<file path="config.mk">
export PLATFORM = sky130hd
export DESIGN_NAME = branch_predictor
export DESIGN_NICKNAME = d
export VERILOG_FILES = /design/src/rtl/branch_predictor.sv
export SDC_FILE = /design/constraint.sdc
export NUM_CORES = 2
export LEC_CHECK = 0
export BUFFER_PORTS_ARGS = -buffer_cell sky130_fd_sc_hd__buf_2
export CORE_MARGIN = 2
export CORE_UTILIZATION = 30
export CTS_CLUSTER_DIAMETER = 200
export DETAILED_ROUTE_END_ITERATION = 8
export SYNTH_ARGS = -nofsm -noshare
export SYNTH_HDL_FRONTEND = slang
export SYNTH_SLANG_ARGS = --single-unit
</file>
<file path="constraint.sdc">
create_clock -name clk_in -period 6.6 [get_ports clk_in]
set_clock_uncertainty 0.1 [all_clocks]
set_input_delay 0.66 -clock clk_in [delete_from_list [all_inputs] [get_ports clk_in]]
set_output_delay 0.66 -clock clk_in [all_outputs]
set_load 0.1 [all_outputs]
</file>
<file path="src/rtl/branch_predictor.sv">
// rtl/branch_predictor.sv - direct-mapped BTB with 2-bit direction counters and resolve-side redirect
module branch_predictor #(
  parameter int ENTRIES    = 16,
  parameter int INDEX_BITS = 4
) (
  input  logic        clk_in,
  input  logic        rst_in,
  input  logic [31:0] fetch_pc_in,
  output logic        predict_hit_out,
  output logic        predict_taken_out,
  output logic [31:0] predict_target_out,
  input  logic        resolve_valid_in,
  input  logic [31:0] resolve_pc_in,
  input  logic [4:0]  resolve_opcode_6_to_2_in,
  input  logic        branch_taken_in,
  input  logic [31:0] resolve_target_in,
  input  logic        predicted_taken_in,
  input  logic [31:0] predicted_target_in,
  output logic        mispredict_out,
  output logic [31:0] redirect_pc_out,
  output logic [15:0] branch_count_out,
  output logic [15:0] mispredict_count_out
);

  localparam int TAG_BITS = 32 - INDEX_BITS - 2;
  localparam logic [4:0] OP_BRANCH = 5'b11000;
  localparam logic [4:0] OP_JAL    = 5'b11011;

  logic [ENTRIES-1:0]  valid_q;
  logic [TAG_BITS-1:0] tag_q    [ENTRIES];
  logic [31:0]         target_q [ENTRIES];
  logic [1:0]          ctr_q    [ENTRIES];

  logic [INDEX_BITS-1:0] fetch_idx;
  logic [TAG_BITS-1:0]   fetch_tag;
  logic [INDEX_BITS-1:0] res_idx;
  logic [TAG_BITS-1:0]   res_tag;
  logic                  is_branch;
  logic                  is_jal;
  logic                  train;
  logic                  hit_r;
  logic                  actual_taken;
  logic [31:0]           actual_next;
  logic                  mispredict_now;

  // Lookup reads the pre-update table; same-cycle writes are not forwarded.
  always_comb begin
    fetch_idx          = fetch_pc_in[INDEX_BITS+1:2];
    fetch_tag          = fetch_pc_in[31:INDEX_BITS+2];
    predict_hit_out    = valid_q[fetch_idx] && (tag_q[fetch_idx] == fetch_tag);
    predict_taken_out  = predict_hit_out && ctr_q[fetch_idx][1];
    predict_target_out = predict_hit_out ? target_q[fetch_idx] : fetch_pc_in + 32'd4;
  end

  always_comb begin
    res_idx        = resolve_pc_in[INDEX_BITS+1:2];
    res_tag        = resolve_pc_in[31:INDEX_BITS+2];
    is_branch      = (resolve_opcode_6_to_2_in == OP_BRANCH);
    is_jal         = (resolve_opcode_6_to_2_in == OP_JAL);
    train          = resolve_valid_in && (is_branch || is_jal);
    hit_r          = valid_q[res_idx] && (tag_q[res_idx] == res_tag);
    actual_taken   = is_jal || branch_taken_in;
    actual_next    = actual_taken ? resolve_target_in : resolve_pc_in + 32'd4;
    mispredict_now = train && ((actual_taken != predicted_taken_in) ||
                               (actual_taken && (resolve_target_in != predicted_target_in)));
  end

  always_ff @(posedge clk_in) begin
    if (rst_in) begin
      valid_q              <= '0;
      mispredict_out       <= 1'b0;
      redirect_pc_out      <= 32'd0;
      branch_count_out     <= 16'd0;
      mispredict_count_out <= 16'd0;
      for (int i = 0; i < ENTRIES; i++) begin
        tag_q[i]    <= '0;
        target_q[i] <= 32'd0;
        ctr_q[i]    <= 2'b01;
      end
    end else begin
      mispredict_out <= mispredict_now;
      if (mispredict_now) begin
        redirect_pc_out      <= actual_next;
        mispredict_count_out <= mispredict_count_out + 16'd1;
      end
      if (train) begin
        branch_count_out <= branch_count_out + 16'd1;
        if (is_jal) begin
          valid_q[res_idx]  <= 1'b1;
          tag_q[res_idx]    <= res_tag;
          target_q[res_idx] <= resolve_target_in;
          ctr_q[res_idx]    <= 2'b11;
        end else if (hit_r) begin
          if (branch_taken_in) begin
            target_q[res_idx] <= resolve_target_in;
            if (ctr_q[res_idx] != 2'b11) ctr_q[res_idx] <= ctr_q[res_idx] + 2'd1;
          end else if (ctr_q[res_idx] != 2'b00) begin
            ctr_q[res_idx] <= ctr_q[res_idx] - 2'd1;
          end
        end else if (branch_taken_in) begin
          // Taken miss evicts whatever alias occupied the slot.
          valid_q[res_idx]  <= 1'b1;
          tag_q[res_idx]    <= res_tag;
          target_q[res_idx] <= resolve_target_in;
          ctr_q[res_idx]    <= 2'b10;
        end
      end
    end
  end

endmodule

</file>
# Yosys cells after proc, flatten, opt, wreduce, memory -nomap -nowiden

Memory sizes are Yosys's and may differ from the RTL's.
Cells that the tools add are included.

Memories kept: 3
Input port bits: 138
RAM bits: 960
Logic and storage cells: 105
Flip-flop bits (word level): 81
Output and inout bits: 99

Multiplexer cells: 57
Bitwise gates (word level): 7
Equality and inequality tests: 8
$lt $le $gt $ge: 3
Reduce and logical (&&, ||, !) cells: 16
Add/subtract/negate cells: 6

Memories:

| memory   | depth | width | rd ports | clocked after Yosys merged registers in | wr ports | RTL line | text |
|---|---|---|---|---|---|---|---|
| target_q | 16    | 32    | 1        | 0                                       | 16       | 31       | `logic [31:0] target_q [ENTRIES];` |
| tag_q    | 16    | 26    | 2        | 0                                       | 16       | 30       | `logic [TAG_BITS-1:0] tag_q [ENTRIES];` |
| ctr_q    | 16    | 2     | 2        | 0                                       | 16       | 32       | `logic [1:0] ctr_q [ENTRIES];` |

Operators by type and width:

| cell                                                                                | number |
|---|---|
| 32-bit 2-to-1 mux                                                                   | 5 |
| 32-bit by 3-bit adder with 32-bit output, second input constant                     | 2 |
| 26-bit == test                                                                      | 2 |
| 26-bit 2-to-1 mux                                                                   | 2 |
| 16-bit 2-to-1 mux                                                                   | 3 |
| 1-bit 2-to-1 mux                                                                    | 37 |
| 16-bit by 1-bit adder with 16-bit output, second input constant                     | 2 |
| 32-bit != test                                                                      | 1 |
| 32-bit OR reduction                                                                 | 1 |
| 26-bit OR reduction                                                                 | 1 |
| 16-bit bitwise OR                                                                   | 1 |
| 4-bit 2-to-1 mux                                                                    | 3 |
| 5-bit == test, second input constant                                                | 2 |
| 4-bit by 5-bit < comparator with 1-bit output, second input constant                | 2 |
| 1-bit binary-select mux with 4-bit select                                           | 2 |
| 2-bit 2-to-1 mux                                                                    | 4 |
| 1-bit logical AND                                                                   | 7 |
| 1-bit bitwise OR                                                                    | 6 |
| 1-bit demux with 4-bit select                                                       | 1 |
| 4-bit by 1-bit greater-or-equal comparator with 1-bit output, second input constant | 1 |
| 2-bit != test, second input constant                                                | 2 |
| 2-bit nonzero test                                                                  | 2 |
| 1-bit logical OR                                                                    | 3 |
| 3-bit AND reduction                                                                 | 1 |
| 4 further kinds                                                                     | 4 |

# Depth between registers and ports, before layout

An unclocked memory read counts as a cell.

Word-level depth: 14
Mapped depth: 17
Mapped depth without buffers: 10

# Worst setup path after synthesis

No wires, ideal clock.

Kind: input-to-output
Start point: in fetch_pc_in[2]
End point: out predict_taken_out
Arrival: 4.881 ns
Data required time: 5.840 ns
Path buffers: 3
Setup slack: 0.959 ns
Stages: 11
Path through: buf_6 -> buf_4 -> buf_2 -> mux4_2 -> mux4_2 -> xnor2_1 -> nand2_1 -> nor3_1 -> nand4_1 -> nor4_4 -> and2_1

Word-level cells in the longest chain between the ends: 4
Elaborated cells between the ends (all ways): 7
Those cells by class: 1 x eq/ne; 2 x mux; 2 x reduce/logical; 2 x memory

RTL lines:

| element                                                                         | RTL line | text |
|---|---|---|
| start, declared                                                                 | 8        | `input logic [31:0] fetch_pc_in,` |
| memory 16 x 26 bit or 1-bit binary-select mux with 4-bit select (tied branches) | --       |  |
| 26-bit == test or 1-bit 2-to-1 mux (tied branches)                              | 50       | `predict_hit_out = valid_q[fetch_idx] && (tag_q[fetch_idx] == fetch_tag);` |
| 1-bit logical AND (*)                                                           | 50       |  |
| net predict_hit_out                                                             | 9        | `output logic predict_hit_out,` |
| 1-bit logical AND (*)                                                           | 51       | `predict_taken_out = predict_hit_out && ctr_q[fetch_idx][1];` |
| end, declared                                                                   | 10       | `output logic predict_taken_out,` |

Mark *: on every way through the listed nets, which the timed path passes. The rest lies on a longest branch. The select of a mux whose other input is x is not followed.

# Final worst setup path

Start point: in fetch_pc_in[2]
End point: out predict_target_out[26]

Word-level cells in the longest chain between the ends: 4
Elaborated cells between the ends (all ways): 8
Those cells by class: 1 x add/sub; 1 x eq/ne; 3 x mux; 1 x reduce/logical; 2 x memory

RTL lines:

| element                                                                         | RTL line | text |
|---|---|---|
| memory 16 x 26 bit or 1-bit binary-select mux with 4-bit select (tied branches) | --       |  |
| 26-bit == test or 1-bit 2-to-1 mux (tied branches)                              | 50       |  |
| 1-bit logical AND                                                               | 50       |  |
| 32-bit 2-to-1 mux (*)                                                           | 52       | `predict_target_out = predict_hit_out ? target_q[fetch_idx] : fetch_pc_in + 32'd4;` |
| end, declared                                                                   | 11       | `output logic [31:0] predict_target_out,` |

Mark *: on every way between the ends. The rest lies on a longest branch, timed or not. The select of a mux whose other input is x is not followed.

==> reports/summary.txt <==
Clk_lat worst skew: 0.81 ns
Largest net degree at the start of global routing: 139
Height of the die: 428 um
Family with the most delay on the worst path: buffers and inverters
Critical path startpoint category: input pin
Drt first pass iters: 6
Rows: 155
Min-delay worst type: in2reg
Post-synth top cells: edfxtp_1 (960), and2_1 (525), and3_1 (446)
Path type of the worst setup path: in2out
Synth top area share: 53.3%
Hold Path Origin: rst_in
Largest family of logic cells by synthesized area: multiplexers
EDFF count, synth: 960
Yosys warnings: 0
GP Congestion: 0.883
Max Slew Vio Count: 0
Post-synthesis mux area share: 18.0%
Worst path required time: 5.84 ns
Initial Utilization: 30.2%
Crit path buf inv count: 5
RSZ-0062 raised after global routing: no
Post-route DRC: 0
Worst r2r src: tag_q[13][15]
Hold Buf Count CTS: 0
Area leader, netlist: edfxtp_1
Core Area: 179000 um^2
Gr usage total: 20.9%
Clock transition at path regs: 0.06 ns
Post-CTS Setup Bufs: 0
Hold path endpoint: mispredict_count_out[3]
Num CTS Buffers: 108
Synth-to-layout area growth: 13.6%
Headroom to the max-slew limit: 14.9%
Leak pwr: 21.9 nW
Critical Path Fanout Max: 31
Hold Path Depth: 2
Max stage delay on crit path: 0.56 ns
Iteration-0 DRC Markers: 4453
Reg2reg end: tag_q[6][19]
Number of global-route vias before repair: 35400
Initial antenna violation count: 28
Die footprint: 184000 um^2
Final #Nets: 4099
Reg2Reg Depth: 12
Worst path arrival time: 4.87 ns
Final Hold Vio Count: 0
Maximum vdd drop: 0.238 mV
Via Count: 35700
Cts repair resizes: 0
Power Density: 256 nW/um^2
Synthesized Nets: 4047
Final Non-Filler Cells: 6412
Reg2Reg Setup Slack: 2.25 ns
Clock sink total: 1041
Deepest clock path buffer count: 3
Nature of the critical path endpoint: output port
H-tree depth: 3
Critical path launch point: fetch_pc_in[2]
Area contributors post-synth: edfxtp_1 (53%), mux4_2 (15%), and2_1 (6.1%)
Top FF cell, synth: edfxtp_1
Final setup vio count: 0
Cell count after placement: 6197
WL/cell: 30.7 um
First-pass GRT wire length: 275 mm
Die W: 428 um
Final WL: 197 mm
DP Wirelength: 123 mm
Post-synthesis simple-gate area fraction: 15.2%
Synth Area in XOR/XNOR: 2.66%
Flops & latches, synth: 1041
Layout cells sized above 1: 24.4%
Adder-Cell Fraction of Synth Area: 0.208%
Fin Setup TNS: 0 ns
Antenna-violating nets left: 0
Fmax: 177 MHz
Fin crit period: 5.63 ns
Vias per cell: 5.57
Synth Area in Compound Gates: 3.51%
Syn Area/Cell: 13.9 um^2
Share of flip-flops with an asynchronous set or reset: 0%
Final cycle utilization of the critical path: 85.4%
Most common cell in the netlist: edfxtp_1
Number of port buffers: 236
Cell breakdown of the critical path: buf_8, buf_12, buf_4, mux4_2, nor2b_1, a211oi_1, a21oi_1, xor2_1, nor4b_1, nand4_1, nor4_2, buf_4, mux2_1, buf_12
Worst slew pin tran: 1.27 ns
IO Count: 237
Mapped cell area: 54000 um^2
Unique masters post-synth: 71
Clk root buf: clkbuf_16
GRT overflow: 0
Slowest CP cell: mux2_1
Cell count after synthesis: 3900
CTS tree: built
Max Cap Violations: 0
Sequential element share of the synthesized area: 56.3%
Status: finished, final reports clean
-- how the worst max path moves through the flow --
| stage | endpoint | cells past startpoint |
|---|---|---|
| floorplan | predict_taken_out | 11 |
| global placement | predict_target_out[26] | 14 |
| detailed placement | predict_target_out[26] | 14 |
| CTS | predict_target_out[26] | 14 |
| global route | predict_target_out[26] | 14 |
| finish | predict_target_out[26] | 14 |
-- layer usage --
layer / vias up / global-route usage, % / part of all wire [%]
met2: 1964 / 34.8 / 49
met4: 4 / 12.9 / 6.4
li1: 14900 / - / -
met3: 465 / 3.50 / 8.3
met1: 18400 / 25.4 / 37
met5: - / 0 / 0.014
-- sequential cells by signal, summed over array words and instances (netlist names) --
| name | cells |
|---|---|
| mispredict_out | 1 |
| ctr_q | 32 |
| tag_q | 416 |
| mispredict_count_out | 16 |
| branch_count_out | 16 |
| valid_q | 16 |
| target_q | 512 |
| redirect_pc_out | 32 |
-- logic make-up (layout without fill, tap and decap cells) --
kind of cell,Yosys count,count (layout)
flip-flops,1041,1041
adder cells (fa/ha/maj),9,9
buffers and inverters,456,600
AND/OR/NAND/NOR,1434,1434
other,0,13
XOR/XNOR,164,164
multiplexers,523,523
AO/OA/AOI/OAI,273,273
-- final cells by class --
class / instances / area, um^2
Antenna cell: 13 / 32.5
Clock buffer: 130 / 2790
Clock inverter: 72 / 736
Fill cell: 17200 / 117000
Inverter: 27 / 101
Multi-Input combinational cell: 2403 / 21900
Sequential cell: 1041 / 30400
Tap cell: 2355 / 2950
Timing Repair Buffer: 371 / 2460
-- metrics by stage --
step	area, um^2	total power, mW	util (%)	setup WS, ns	hold slack [ns]
final	61400	15.7	34.3	0.965	0.244
after global routing	61400	16.1	34.3	0.736	0.253
after CTS	61300	15.7	34.3	0.951	0.203
after detailed placement	57800	9.61	32.3	0.954	0.344
after global placement	57800	9.59	32.3	0.938	0.342
after floorplan	54000	8.85	-	0.959	0.361
-- cells in the final DEF, fill, tap and decap left out, types with 15 or more instances in the layout --
master     instances
nand3_1           56
clkinv_2          21
a211oi_1          18
inv_1             24
nor2_1           117
buf_4            123
nor2b_1           24
xor2_1            96
nor2_4            34
a22oi_1           27
a21oi_1           83
xnor2_1           66
a22o_1            22
o21ai_0           15
buf_2            227
nor4_1            17
clkinv_1          26
mux4_2           350
mux2_2            38
buf_12            17
dfxtp_1           81
mux2i_1          124
o21ai_4           16
nor3_1            15
and2_1           525
clkbuf_1          22
clkbuf_16        108
a211o_1           30
and3_1           446
nand4_1           24
edfxtp_1         960
nand2_1          133
-- where the power goes --
group / internal [mW] / switching [mW]
Sequential: 7.52 / 0.137
Clock: 3.39 / 2.83
Combinational: 0.639 / 1.18
Total: 11.6 / 4.15
Power figures use the tool's default switching activity.
